File: src/rtl/inst_fetch_queue_pkg.sv
// Shared types for the instruction fetch front end.
//   branch_resolved_t : branch redirect from the back end (taken, target)
//   except_req_t      : exception redirect (valid, target)
//   mmu_resp_t        : translation status of the fetch address (also used as
//                       the per-entry fetch exception record)
//   pipe_if_t         : one decode lane (valid, vaddr, inst, iaddr_ex)
package inst_fetch_queue_pkg;

  typedef struct packed {
    logic        taken;
    logic [31:0] target;
  } branch_resolved_t;

  typedef struct packed {
    logic        valid;
    logic [31:0] target;
  } except_req_t;

  typedef struct packed {
    logic illegal;
    logic miss;
    logic inv;
  } mmu_resp_t;

  typedef struct packed {
    logic        valid;
    logic [31:0] vaddr;
    logic [31:0] inst;
    mmu_resp_t   iaddr_ex;
  } pipe_if_t;

endpackage

File: src/rtl/inst_fetch_queue.sv
// Instruction fetch front end: PC generation, a single-outstanding icache
// request FSM and a circular instruction queue feeding N_ISSUE decode lanes.
//
// Ports
//   clk, rst_n        clock, asynchronous active-low reset
//   resolved_branch   branch redirect (taken, target)
//   except_req        exception redirect (valid, target); wins over branch
//   npc               fetch address, aligned to FETCH_WIDTH*4 bytes
//   ibus_req          icache request valid
//   ibus_ready        icache accepts the request this cycle
//   mmu_iaddr_resp    translation status of npc, same cycle
//   ibus_valid        icache response valid
//   ibus_rddata       FETCH_WIDTH response words, word 0 in [31:0]
//   ready_i           decode consumes every valid lane this cycle
//   pipe_if           decode lanes, lane i = queue head + i
//   pipe_if_flush     redirect in progress this cycle
//   queue_count       occupied queue entries
//   fsm_state         debug view of the request FSM (0 idle, 1 wait, 2 drop)
//
// Handshakes: a request transfers on a clock edge where ibus_req && ibus_ready;
// ibus_req never depends on ibus_ready. The response is a single-cycle
// ibus_valid pulse with no back-pressure. Decode lanes transfer on an edge
// where ready_i is high, and then every valid lane is consumed at once.
module inst_fetch_queue
  import inst_fetch_queue_pkg::*;
#(
  parameter logic [31:0] BOOT_VEC    = 32'hbfc00000,
  parameter int          FETCH_WIDTH = 2,
  parameter int          N_ISSUE     = 2,
  parameter int          QUEUE_DEPTH = 8
) (
  input  logic                               clk,
  input  logic                               rst_n,
  input  branch_resolved_t                   resolved_branch,
  input  except_req_t                        except_req,
  output logic [31:0]                        npc,
  output logic                               ibus_req,
  input  logic                               ibus_ready,
  input  mmu_resp_t                          mmu_iaddr_resp,
  input  logic                               ibus_valid,
  input  logic [32*FETCH_WIDTH-1:0]          ibus_rddata,
  input  logic                               ready_i,
  output pipe_if_t                           pipe_if [N_ISSUE],
  output logic                               pipe_if_flush,
  output logic [$clog2(QUEUE_DEPTH+1)-1:0]   queue_count,
  output logic [1:0]                         fsm_state
);

  localparam int LG = $clog2(FETCH_WIDTH*4);
  localparam int OW = (FETCH_WIDTH > 1) ? $clog2(FETCH_WIDTH) : 1;
  localparam int PW = $clog2(QUEUE_DEPTH);
  localparam int CW = $clog2(QUEUE_DEPTH+1);

  typedef enum logic [1:0] {
    S_IDLE = 2'd0,
    S_WAIT = 2'd1,
    S_DROP = 2'd2
  } state_t;

  state_t          state, state_nx;
  logic [31:0]     pc;
  logic            halt;
  logic [OW-1:0]   offset;
  logic [31:0]     addr_latched;
  logic [PW-1:0]   head, tail;
  logic [CW-1:0]   count;

  logic [31:0]     mem_vaddr [QUEUE_DEPTH];
  logic [31:0]     mem_inst  [QUEUE_DEPTH];
  mmu_resp_t       mem_ex    [QUEUE_DEPTH];

  logic            flush;
  logic [31:0]     redirect_pc;
  logic [CW-1:0]   free;
  logic            issue_ok;
  logic            mmu_fault;
  logic            fault_push;
  logic            resp_push;
  logic            accept;
  logic [CW-1:0]   push_n, pop_n;

  assign flush         = except_req.valid | resolved_branch.taken;
  assign redirect_pc   = except_req.valid ? except_req.target : resolved_branch.target;
  assign pipe_if_flush = flush;
  assign npc           = {pc[31:LG], {LG{1'b0}}};
  assign queue_count   = count;
  assign fsm_state     = state;
  assign free          = CW'(QUEUE_DEPTH) - count;
  assign mmu_fault     = |mmu_iaddr_resp;

  // Credit check: only fetch when a whole response is guaranteed to fit,
  // so the response (or the single fault entry) never overflows the queue.
  assign issue_ok   = (state == S_IDLE) && !halt && !flush &&
                      (free >= CW'(FETCH_WIDTH));
  // The request is held low while reset is asserted.
  assign ibus_req   = rst_n && issue_ok && !mmu_fault;
  assign fault_push = issue_ok && mmu_fault;
  assign resp_push  = (state == S_WAIT) && ibus_valid && !flush;
  assign accept     = ibus_req && ibus_ready;

  always_comb begin
    push_n = '0;
    pop_n  = '0;
    if (fault_push)
      push_n = CW'(1);
    else if (resp_push)
      push_n = CW'(FETCH_WIDTH) - CW'(offset);
    if (ready_i && !flush)
      pop_n = (count >= CW'(N_ISSUE)) ? CW'(N_ISSUE) : count;
  end

  // Next state. A flush while waiting turns the outstanding request into one
  // whose response must be thrown away, unless it arrives in the same cycle.
  always_comb begin
    state_nx = state;
    case (state)
      S_IDLE: if (accept) state_nx = S_WAIT;
      S_WAIT: begin
        if (ibus_valid)  state_nx = S_IDLE;
        else if (flush)  state_nx = S_DROP;
      end
      S_DROP: if (ibus_valid) state_nx = S_IDLE;
      default: state_nx = S_IDLE;
    endcase
  end

  always_ff @(posedge clk or negedge rst_n) begin
    if (!rst_n) begin
      state        <= S_IDLE;
      pc           <= BOOT_VEC;
      halt         <= 1'b0;
      offset       <= '0;
      addr_latched <= '0;
      head         <= '0;
      tail         <= '0;
      count        <= '0;
    end else begin
      state <= state_nx;
      if (flush) begin
        pc    <= redirect_pc;
        halt  <= 1'b0;
        head  <= '0;
        tail  <= '0;
        count <= '0;
      end else begin
        if (fault_push)
          halt <= 1'b1;
        if (accept) begin
          // Word offset of a mid-block target: leading words are skipped.
          offset       <= OW'((pc >> 2) & 32'(FETCH_WIDTH-1));
          addr_latched <= npc;
          pc           <= npc + 32'(FETCH_WIDTH*4);
        end
        head  <= head + PW'(pop_n);
        tail  <= tail + PW'(push_n);
        count <= count + push_n - pop_n;
      end
    end
  end

  // Queue storage needs no reset: entries are only visible below count.
  always_ff @(posedge clk) begin
    if (fault_push) begin
      mem_vaddr[tail] <= pc;
      mem_inst[tail]  <= '0;
      mem_ex[tail]    <= mmu_iaddr_resp;
    end else if (resp_push) begin
      for (int k = 0; k < FETCH_WIDTH; k++) begin
        if (k >= int'(offset)) begin
          mem_vaddr[tail + PW'(k) - PW'(offset)] <= addr_latched + 32'(4*k);
          mem_inst[tail + PW'(k) - PW'(offset)]  <= ibus_rddata[32*k +: 32];
          mem_ex[tail + PW'(k) - PW'(offset)]    <= '0;
        end
      end
    end
  end

  always_comb begin
    for (int i = 0; i < N_ISSUE; i++) begin
      pipe_if[i].valid    = (count > CW'(i)) && !flush;
      pipe_if[i].vaddr    = mem_vaddr[head + PW'(i)];
      pipe_if[i].inst     = mem_inst[head + PW'(i)];
      pipe_if[i].iaddr_ex = mem_ex[head + PW'(i)];
    end
  end

endmodule

File: config.mk
export PLATFORM = sky130hd
export DESIGN_NAME = inst_fetch_queue
export DESIGN_NICKNAME = d
export VERILOG_FILES = /design/src/rtl/inst_fetch_queue_pkg.sv /design/src/rtl/inst_fetch_queue.sv
export SDC_FILE = /design/constraint.sdc
export NUM_CORES = 1
export LEC_CHECK = 0
export BUFFER_PORTS_ARGS = -buffer_cell sky130_fd_sc_hd__buf_2
export CORE_UTILIZATION = 36
export DETAILED_ROUTE_END_ITERATION = 8
export GPL_ROUTABILITY_DRIVEN = 0
export GPL_TIMING_DRIVEN = 0
export PLACE_DENSITY = 0.65
export SETUP_SLACK_MARGIN = 0.4
export SLEW_MARGIN = 10
export SYNTH_ARGS = -nofsm -noshare
export SYNTH_HDL_FRONTEND = slang
export SYNTH_SLANG_ARGS = --single-unit
File: constraint.sdc
create_clock -name clk -period 3.9 [get_ports clk]
set_input_delay 0.39 -clock clk [delete_from_list [all_inputs] [get_ports clk]]
set_output_delay 0.39 -clock clk [all_outputs]
set_load 0.02 [all_outputs]
==> run_results.csv <==
group,metric,value,unit
pwr,p_per_area,359,mW/mm2
cts,cts_tree,"built",
synthesis,ys_warn_count,0,
routing,drtAntennaViolNets,0,
timing,relSlewSlack,34.7,%
floorplan,dieWidth,312,um
timing,clock.fmax,277,MHz
cts,root_buffer,"clkbuf_16",
global_routing,grt_use_total,25.5,%
routing,drcViolationCount,0,
timing,rsz0062_at_grt,"yes",
setup_path,critPathLaunch,"tail[0]",
pwr,p_leak,0.0128,uW
setup_path,critPathCaptureType,"flop",
setup_path,cpPeakStageDelay,0.68,ns
global_routing,grt_pass1_wl,180,mm
floorplan,core-area,0.0950,mm2
routing,viasPerCell,6.13,
setup_path,worst_ep_arrival_time,3.98,ns
routing,drtPass1Iterations,8,
cts,htree_levels,3,
setup_path,crit_chain,"inv_1 -> ha_1 -> ha_1 -> clkbuf_1 -> and2_1 -> a32o_1 -> a21oi_1 -> clkinvlp_4 -> buf_4 -> buf_16 -> buf_12",
routing,drt_iter0_markers,3552,
routing,via_count,26800,
setup_path,worstReg2RegEnd,"mem_inst[5][14]",
synthesis,syn_area,0.0346,mm2
routing,routed_wl,127,mm
setup_path,path_max_fanout,18,
setup_path,crit_slowest_cell,"a21oi_1",
setup_path,worstSetupEndpoint,"mem_inst[5][14]",
timing,slew_viol_final,0,
cts,path_clk_slew,0.06,ns
floorplan,die_h,312,um
timing,skew,0.0188,ns
setup_path,worst_setup_path_start_kind,"flop",
timing,fin_crit,3.61,ns
cts,cts.sinks,611,
setup_path,ff2ff_path_depth,11,
global_routing,grt-ovfl-total,0,
final_layout,syn_to_final_growth,18.3,%
run,maxCapViolCount,0,
synthesis,synthDistinctLibCells,66,
final_layout,instances_no_fill,4376,
floorplan,rows,113,
pwr,vdd.ir_drop.worst,0.327,mV
synthesis,synth_top_cell_by_area,"edfxtp_1",
final_layout,nets,3217,
setup_path,reg2reg_slack,0.29,ns
cts,clk_latency,0.62,ns
setup_path,r2r_start,"tail[0]",
synthesis,synthCells,2655,
cts,cts_made_buffers,66,
setup_path,crit_type,"flop to flop",
final_layout,fill_cells,8737,
global_routing,first_global_vias,26300,
floorplan,io_pins,314,
timing,finalCritPeriodShare,92.5,%
global_routing,grt_start_max_net_pins,38,
setup_path,cp_common_cell,"ha_1",
min_path,hp-class,"input pin to flop",
floorplan,initial_core_util,36.4,%
place,io_buffer_count,273,
final_layout,drive_gt1_share,35.6,%
global_routing,antenna_found_initial,6,
synthesis,synth_edf_count,488,
synthesis,ys_top_cells_by_area,"edfxtp_1, mux4_2, o2bb2ai_1",
final_layout,utilization,43.1,%
synthesis,ys_async_sr_fraction,12.3,%
place,dp_hpwl,84.9,mm
run_status,outcome,"finished clean",
place,dpl.cell_count,4214,
synthesis,yosysSeqAreaShare,50.6,%
timing,hold_viol_final,0,
timing,holdWs,0.0201,ns
timing,setup_violations,0,
cts,cts_max_path_buffers,3,
synthesis,yosys_register_bits,611,
synthesis,avgSynthCellArea,13.0,um2
timing,tightest_slew,0.977,ns
setup_path,cp_data_required_time,4.27,ns
routing,wl_per_cell,28.9,um
pwr,power.total,14700,uW
timing,timing.setup.tns,0,ns
synthesis,synthFlopType,"edfxtp_1",
floorplan,dieArea,0.0973,mm2
synthesis,synth_top_area_share,42.4,%
==> power by group <==
part           switching, uW  leakage, uW  internal [uW]
Sequential               126      0.00513           7110
Combinational            784      0.00664            459
Clock                   2740      0.00101           3440
==> routing by layer <==
metal  routed length, um  GRT usage (%)  vias to the layer above
li1                    -              -                    11200
met1               45200           32.4                    13300
met2               59800           40.6                     1985
met3               16800           7.71                      319
met4                4780           10.4                       10
met5                  69              0                        -
==> cells in the mapped netlist (5+ instances only) <==
library cell    n
edfxtp_1      488
nand2_1       437
mux4_2        268
o21ai_0       264
o2bb2ai_1     224
mux2_2        134
clkbuf_1      121
buf_1          73
buf_4          73
dfrtp_1        66
a32o_1         51
buf_2          50
dfxtp_1        48
a21oi_1        31
nor2_1         27
inv_1          24
nor2b_1        22
and2_1         20
a211oi_1       18
mux2i_1        18
xnor2_1        18
ha_1           16
nand4_1        13
a221o_1        11
nand3_1        11
nor4_1         11
dfstp_2         9
nor3_1          8
buf_6           7
a31o_2          6
and3_1          6
and4_1          6
a21o_1          5
nor3b_1         5
xor2_1          5
==> repair_timing <==
action | in CTS | in global routing
setup buffers | 18 | 11
gates cloned | 2 | 0
pin swaps | 1 | 3
resized for setup | 232 | 63
hold endpoints to repair | 38 | 0
hold buffers | 11 | 0
endpoints found under the setup margin | 819 | 786
==> cell usage in the layout (no fill, tap or decap), drive strengths merged, types with 16 or more instances in the layout <==
master and count:
ha 16, and2 20, edfxtp 488, mux4 268, inv 21, a21oi 31, dfxtp 48, o21ai 270
xnor2 18, mux2 134, a211oi 18, nand2 439, clkinv 28, nor2b 22, clkbuf 203, a32o 51
mux2i 20, buf 520, o2bb2ai 224, nor2 27, dfrtp 66
==> worst min-delay path by stage <==
stage,startpoint,to,slack [ns],cells past startpoint
2_1_floorplan,rst_n,addr_latched[10],0.09,0
3_3_place_gp,mem_ex[3][1],mem_ex[3][1],0.46,1
3_5_place_dp,rst_n,pc[30],0.44,1
4_1_cts,except_req[2],pc[2],0.002,3
5_1_grt,except_req[2],pc[2],0.03,3
6_report,except_req[2],pc[2],0.02,3
==> state kept, by name, indices dropped and copies added (netlist names) <==
name	flops
queue_count	4
addr_latched	29
tail	3
pc	32
mem_ex	24
head	3
mem_vaddr	256
offset	1
fsm_state	2
halt	1
mem_inst	256
==> layout make-up <==
cell class / instances / area, um2 / area share, %
multi-input combinational: 1697 / 15500 / 38.0
buffer: 324 / 1960 / 4.79
clock inverter: 36 / 307 / 0.749
timing repair inverter: 2 / 15.0 / 0.0367
antenna: 1 / 2.50 / 0.00612
sequential: 611 / 17500 / 42.8
inverter: 25 / 124 / 0.303
timing repair buffer: 332 / 2140 / 5.23
tap: 1265 / 1580 / 3.87
clock buffer: 83 / 1740 / 4.25
==> critical path: cells and delay by family (launching register included) <==
kind                     cells  cell delay [ns]
adder cells (fa/ha/maj)      2             0.49
AO/OA/AOI/OAI                2             0.99
flip-flops                   1             0.51
AND/OR/NAND/NOR              1             0.21
buffers and inverters        6             1.13
==> metrics by stage <==
stage / setup WS, ns / instance area [um2]
final: 0.291 / 40900
after global routing: 0.187 / 40900
after CTS: 0.133 / 40700
after detailed placement: -0.533 / 38000
after global placement: -1.77 / 37600
after floorplan: 0.387 / 34600
==> cells by family (layout without fill, tap and decap cells) <==
logic type      Yosys count  count (layout)  synth area share [%]
other cells               1               4                0.0108
flops                   611             611                  50.6
xor+xnor                 23              23                 0.583
simple gates            593             593                  7.60
mux                     422             422                  22.4
fa+ha+maj                20              20                 0.811
buf+inv                 349             802                  4.92
compound gates          636             636                  13.0
Power figures use the tool's default switching activity.
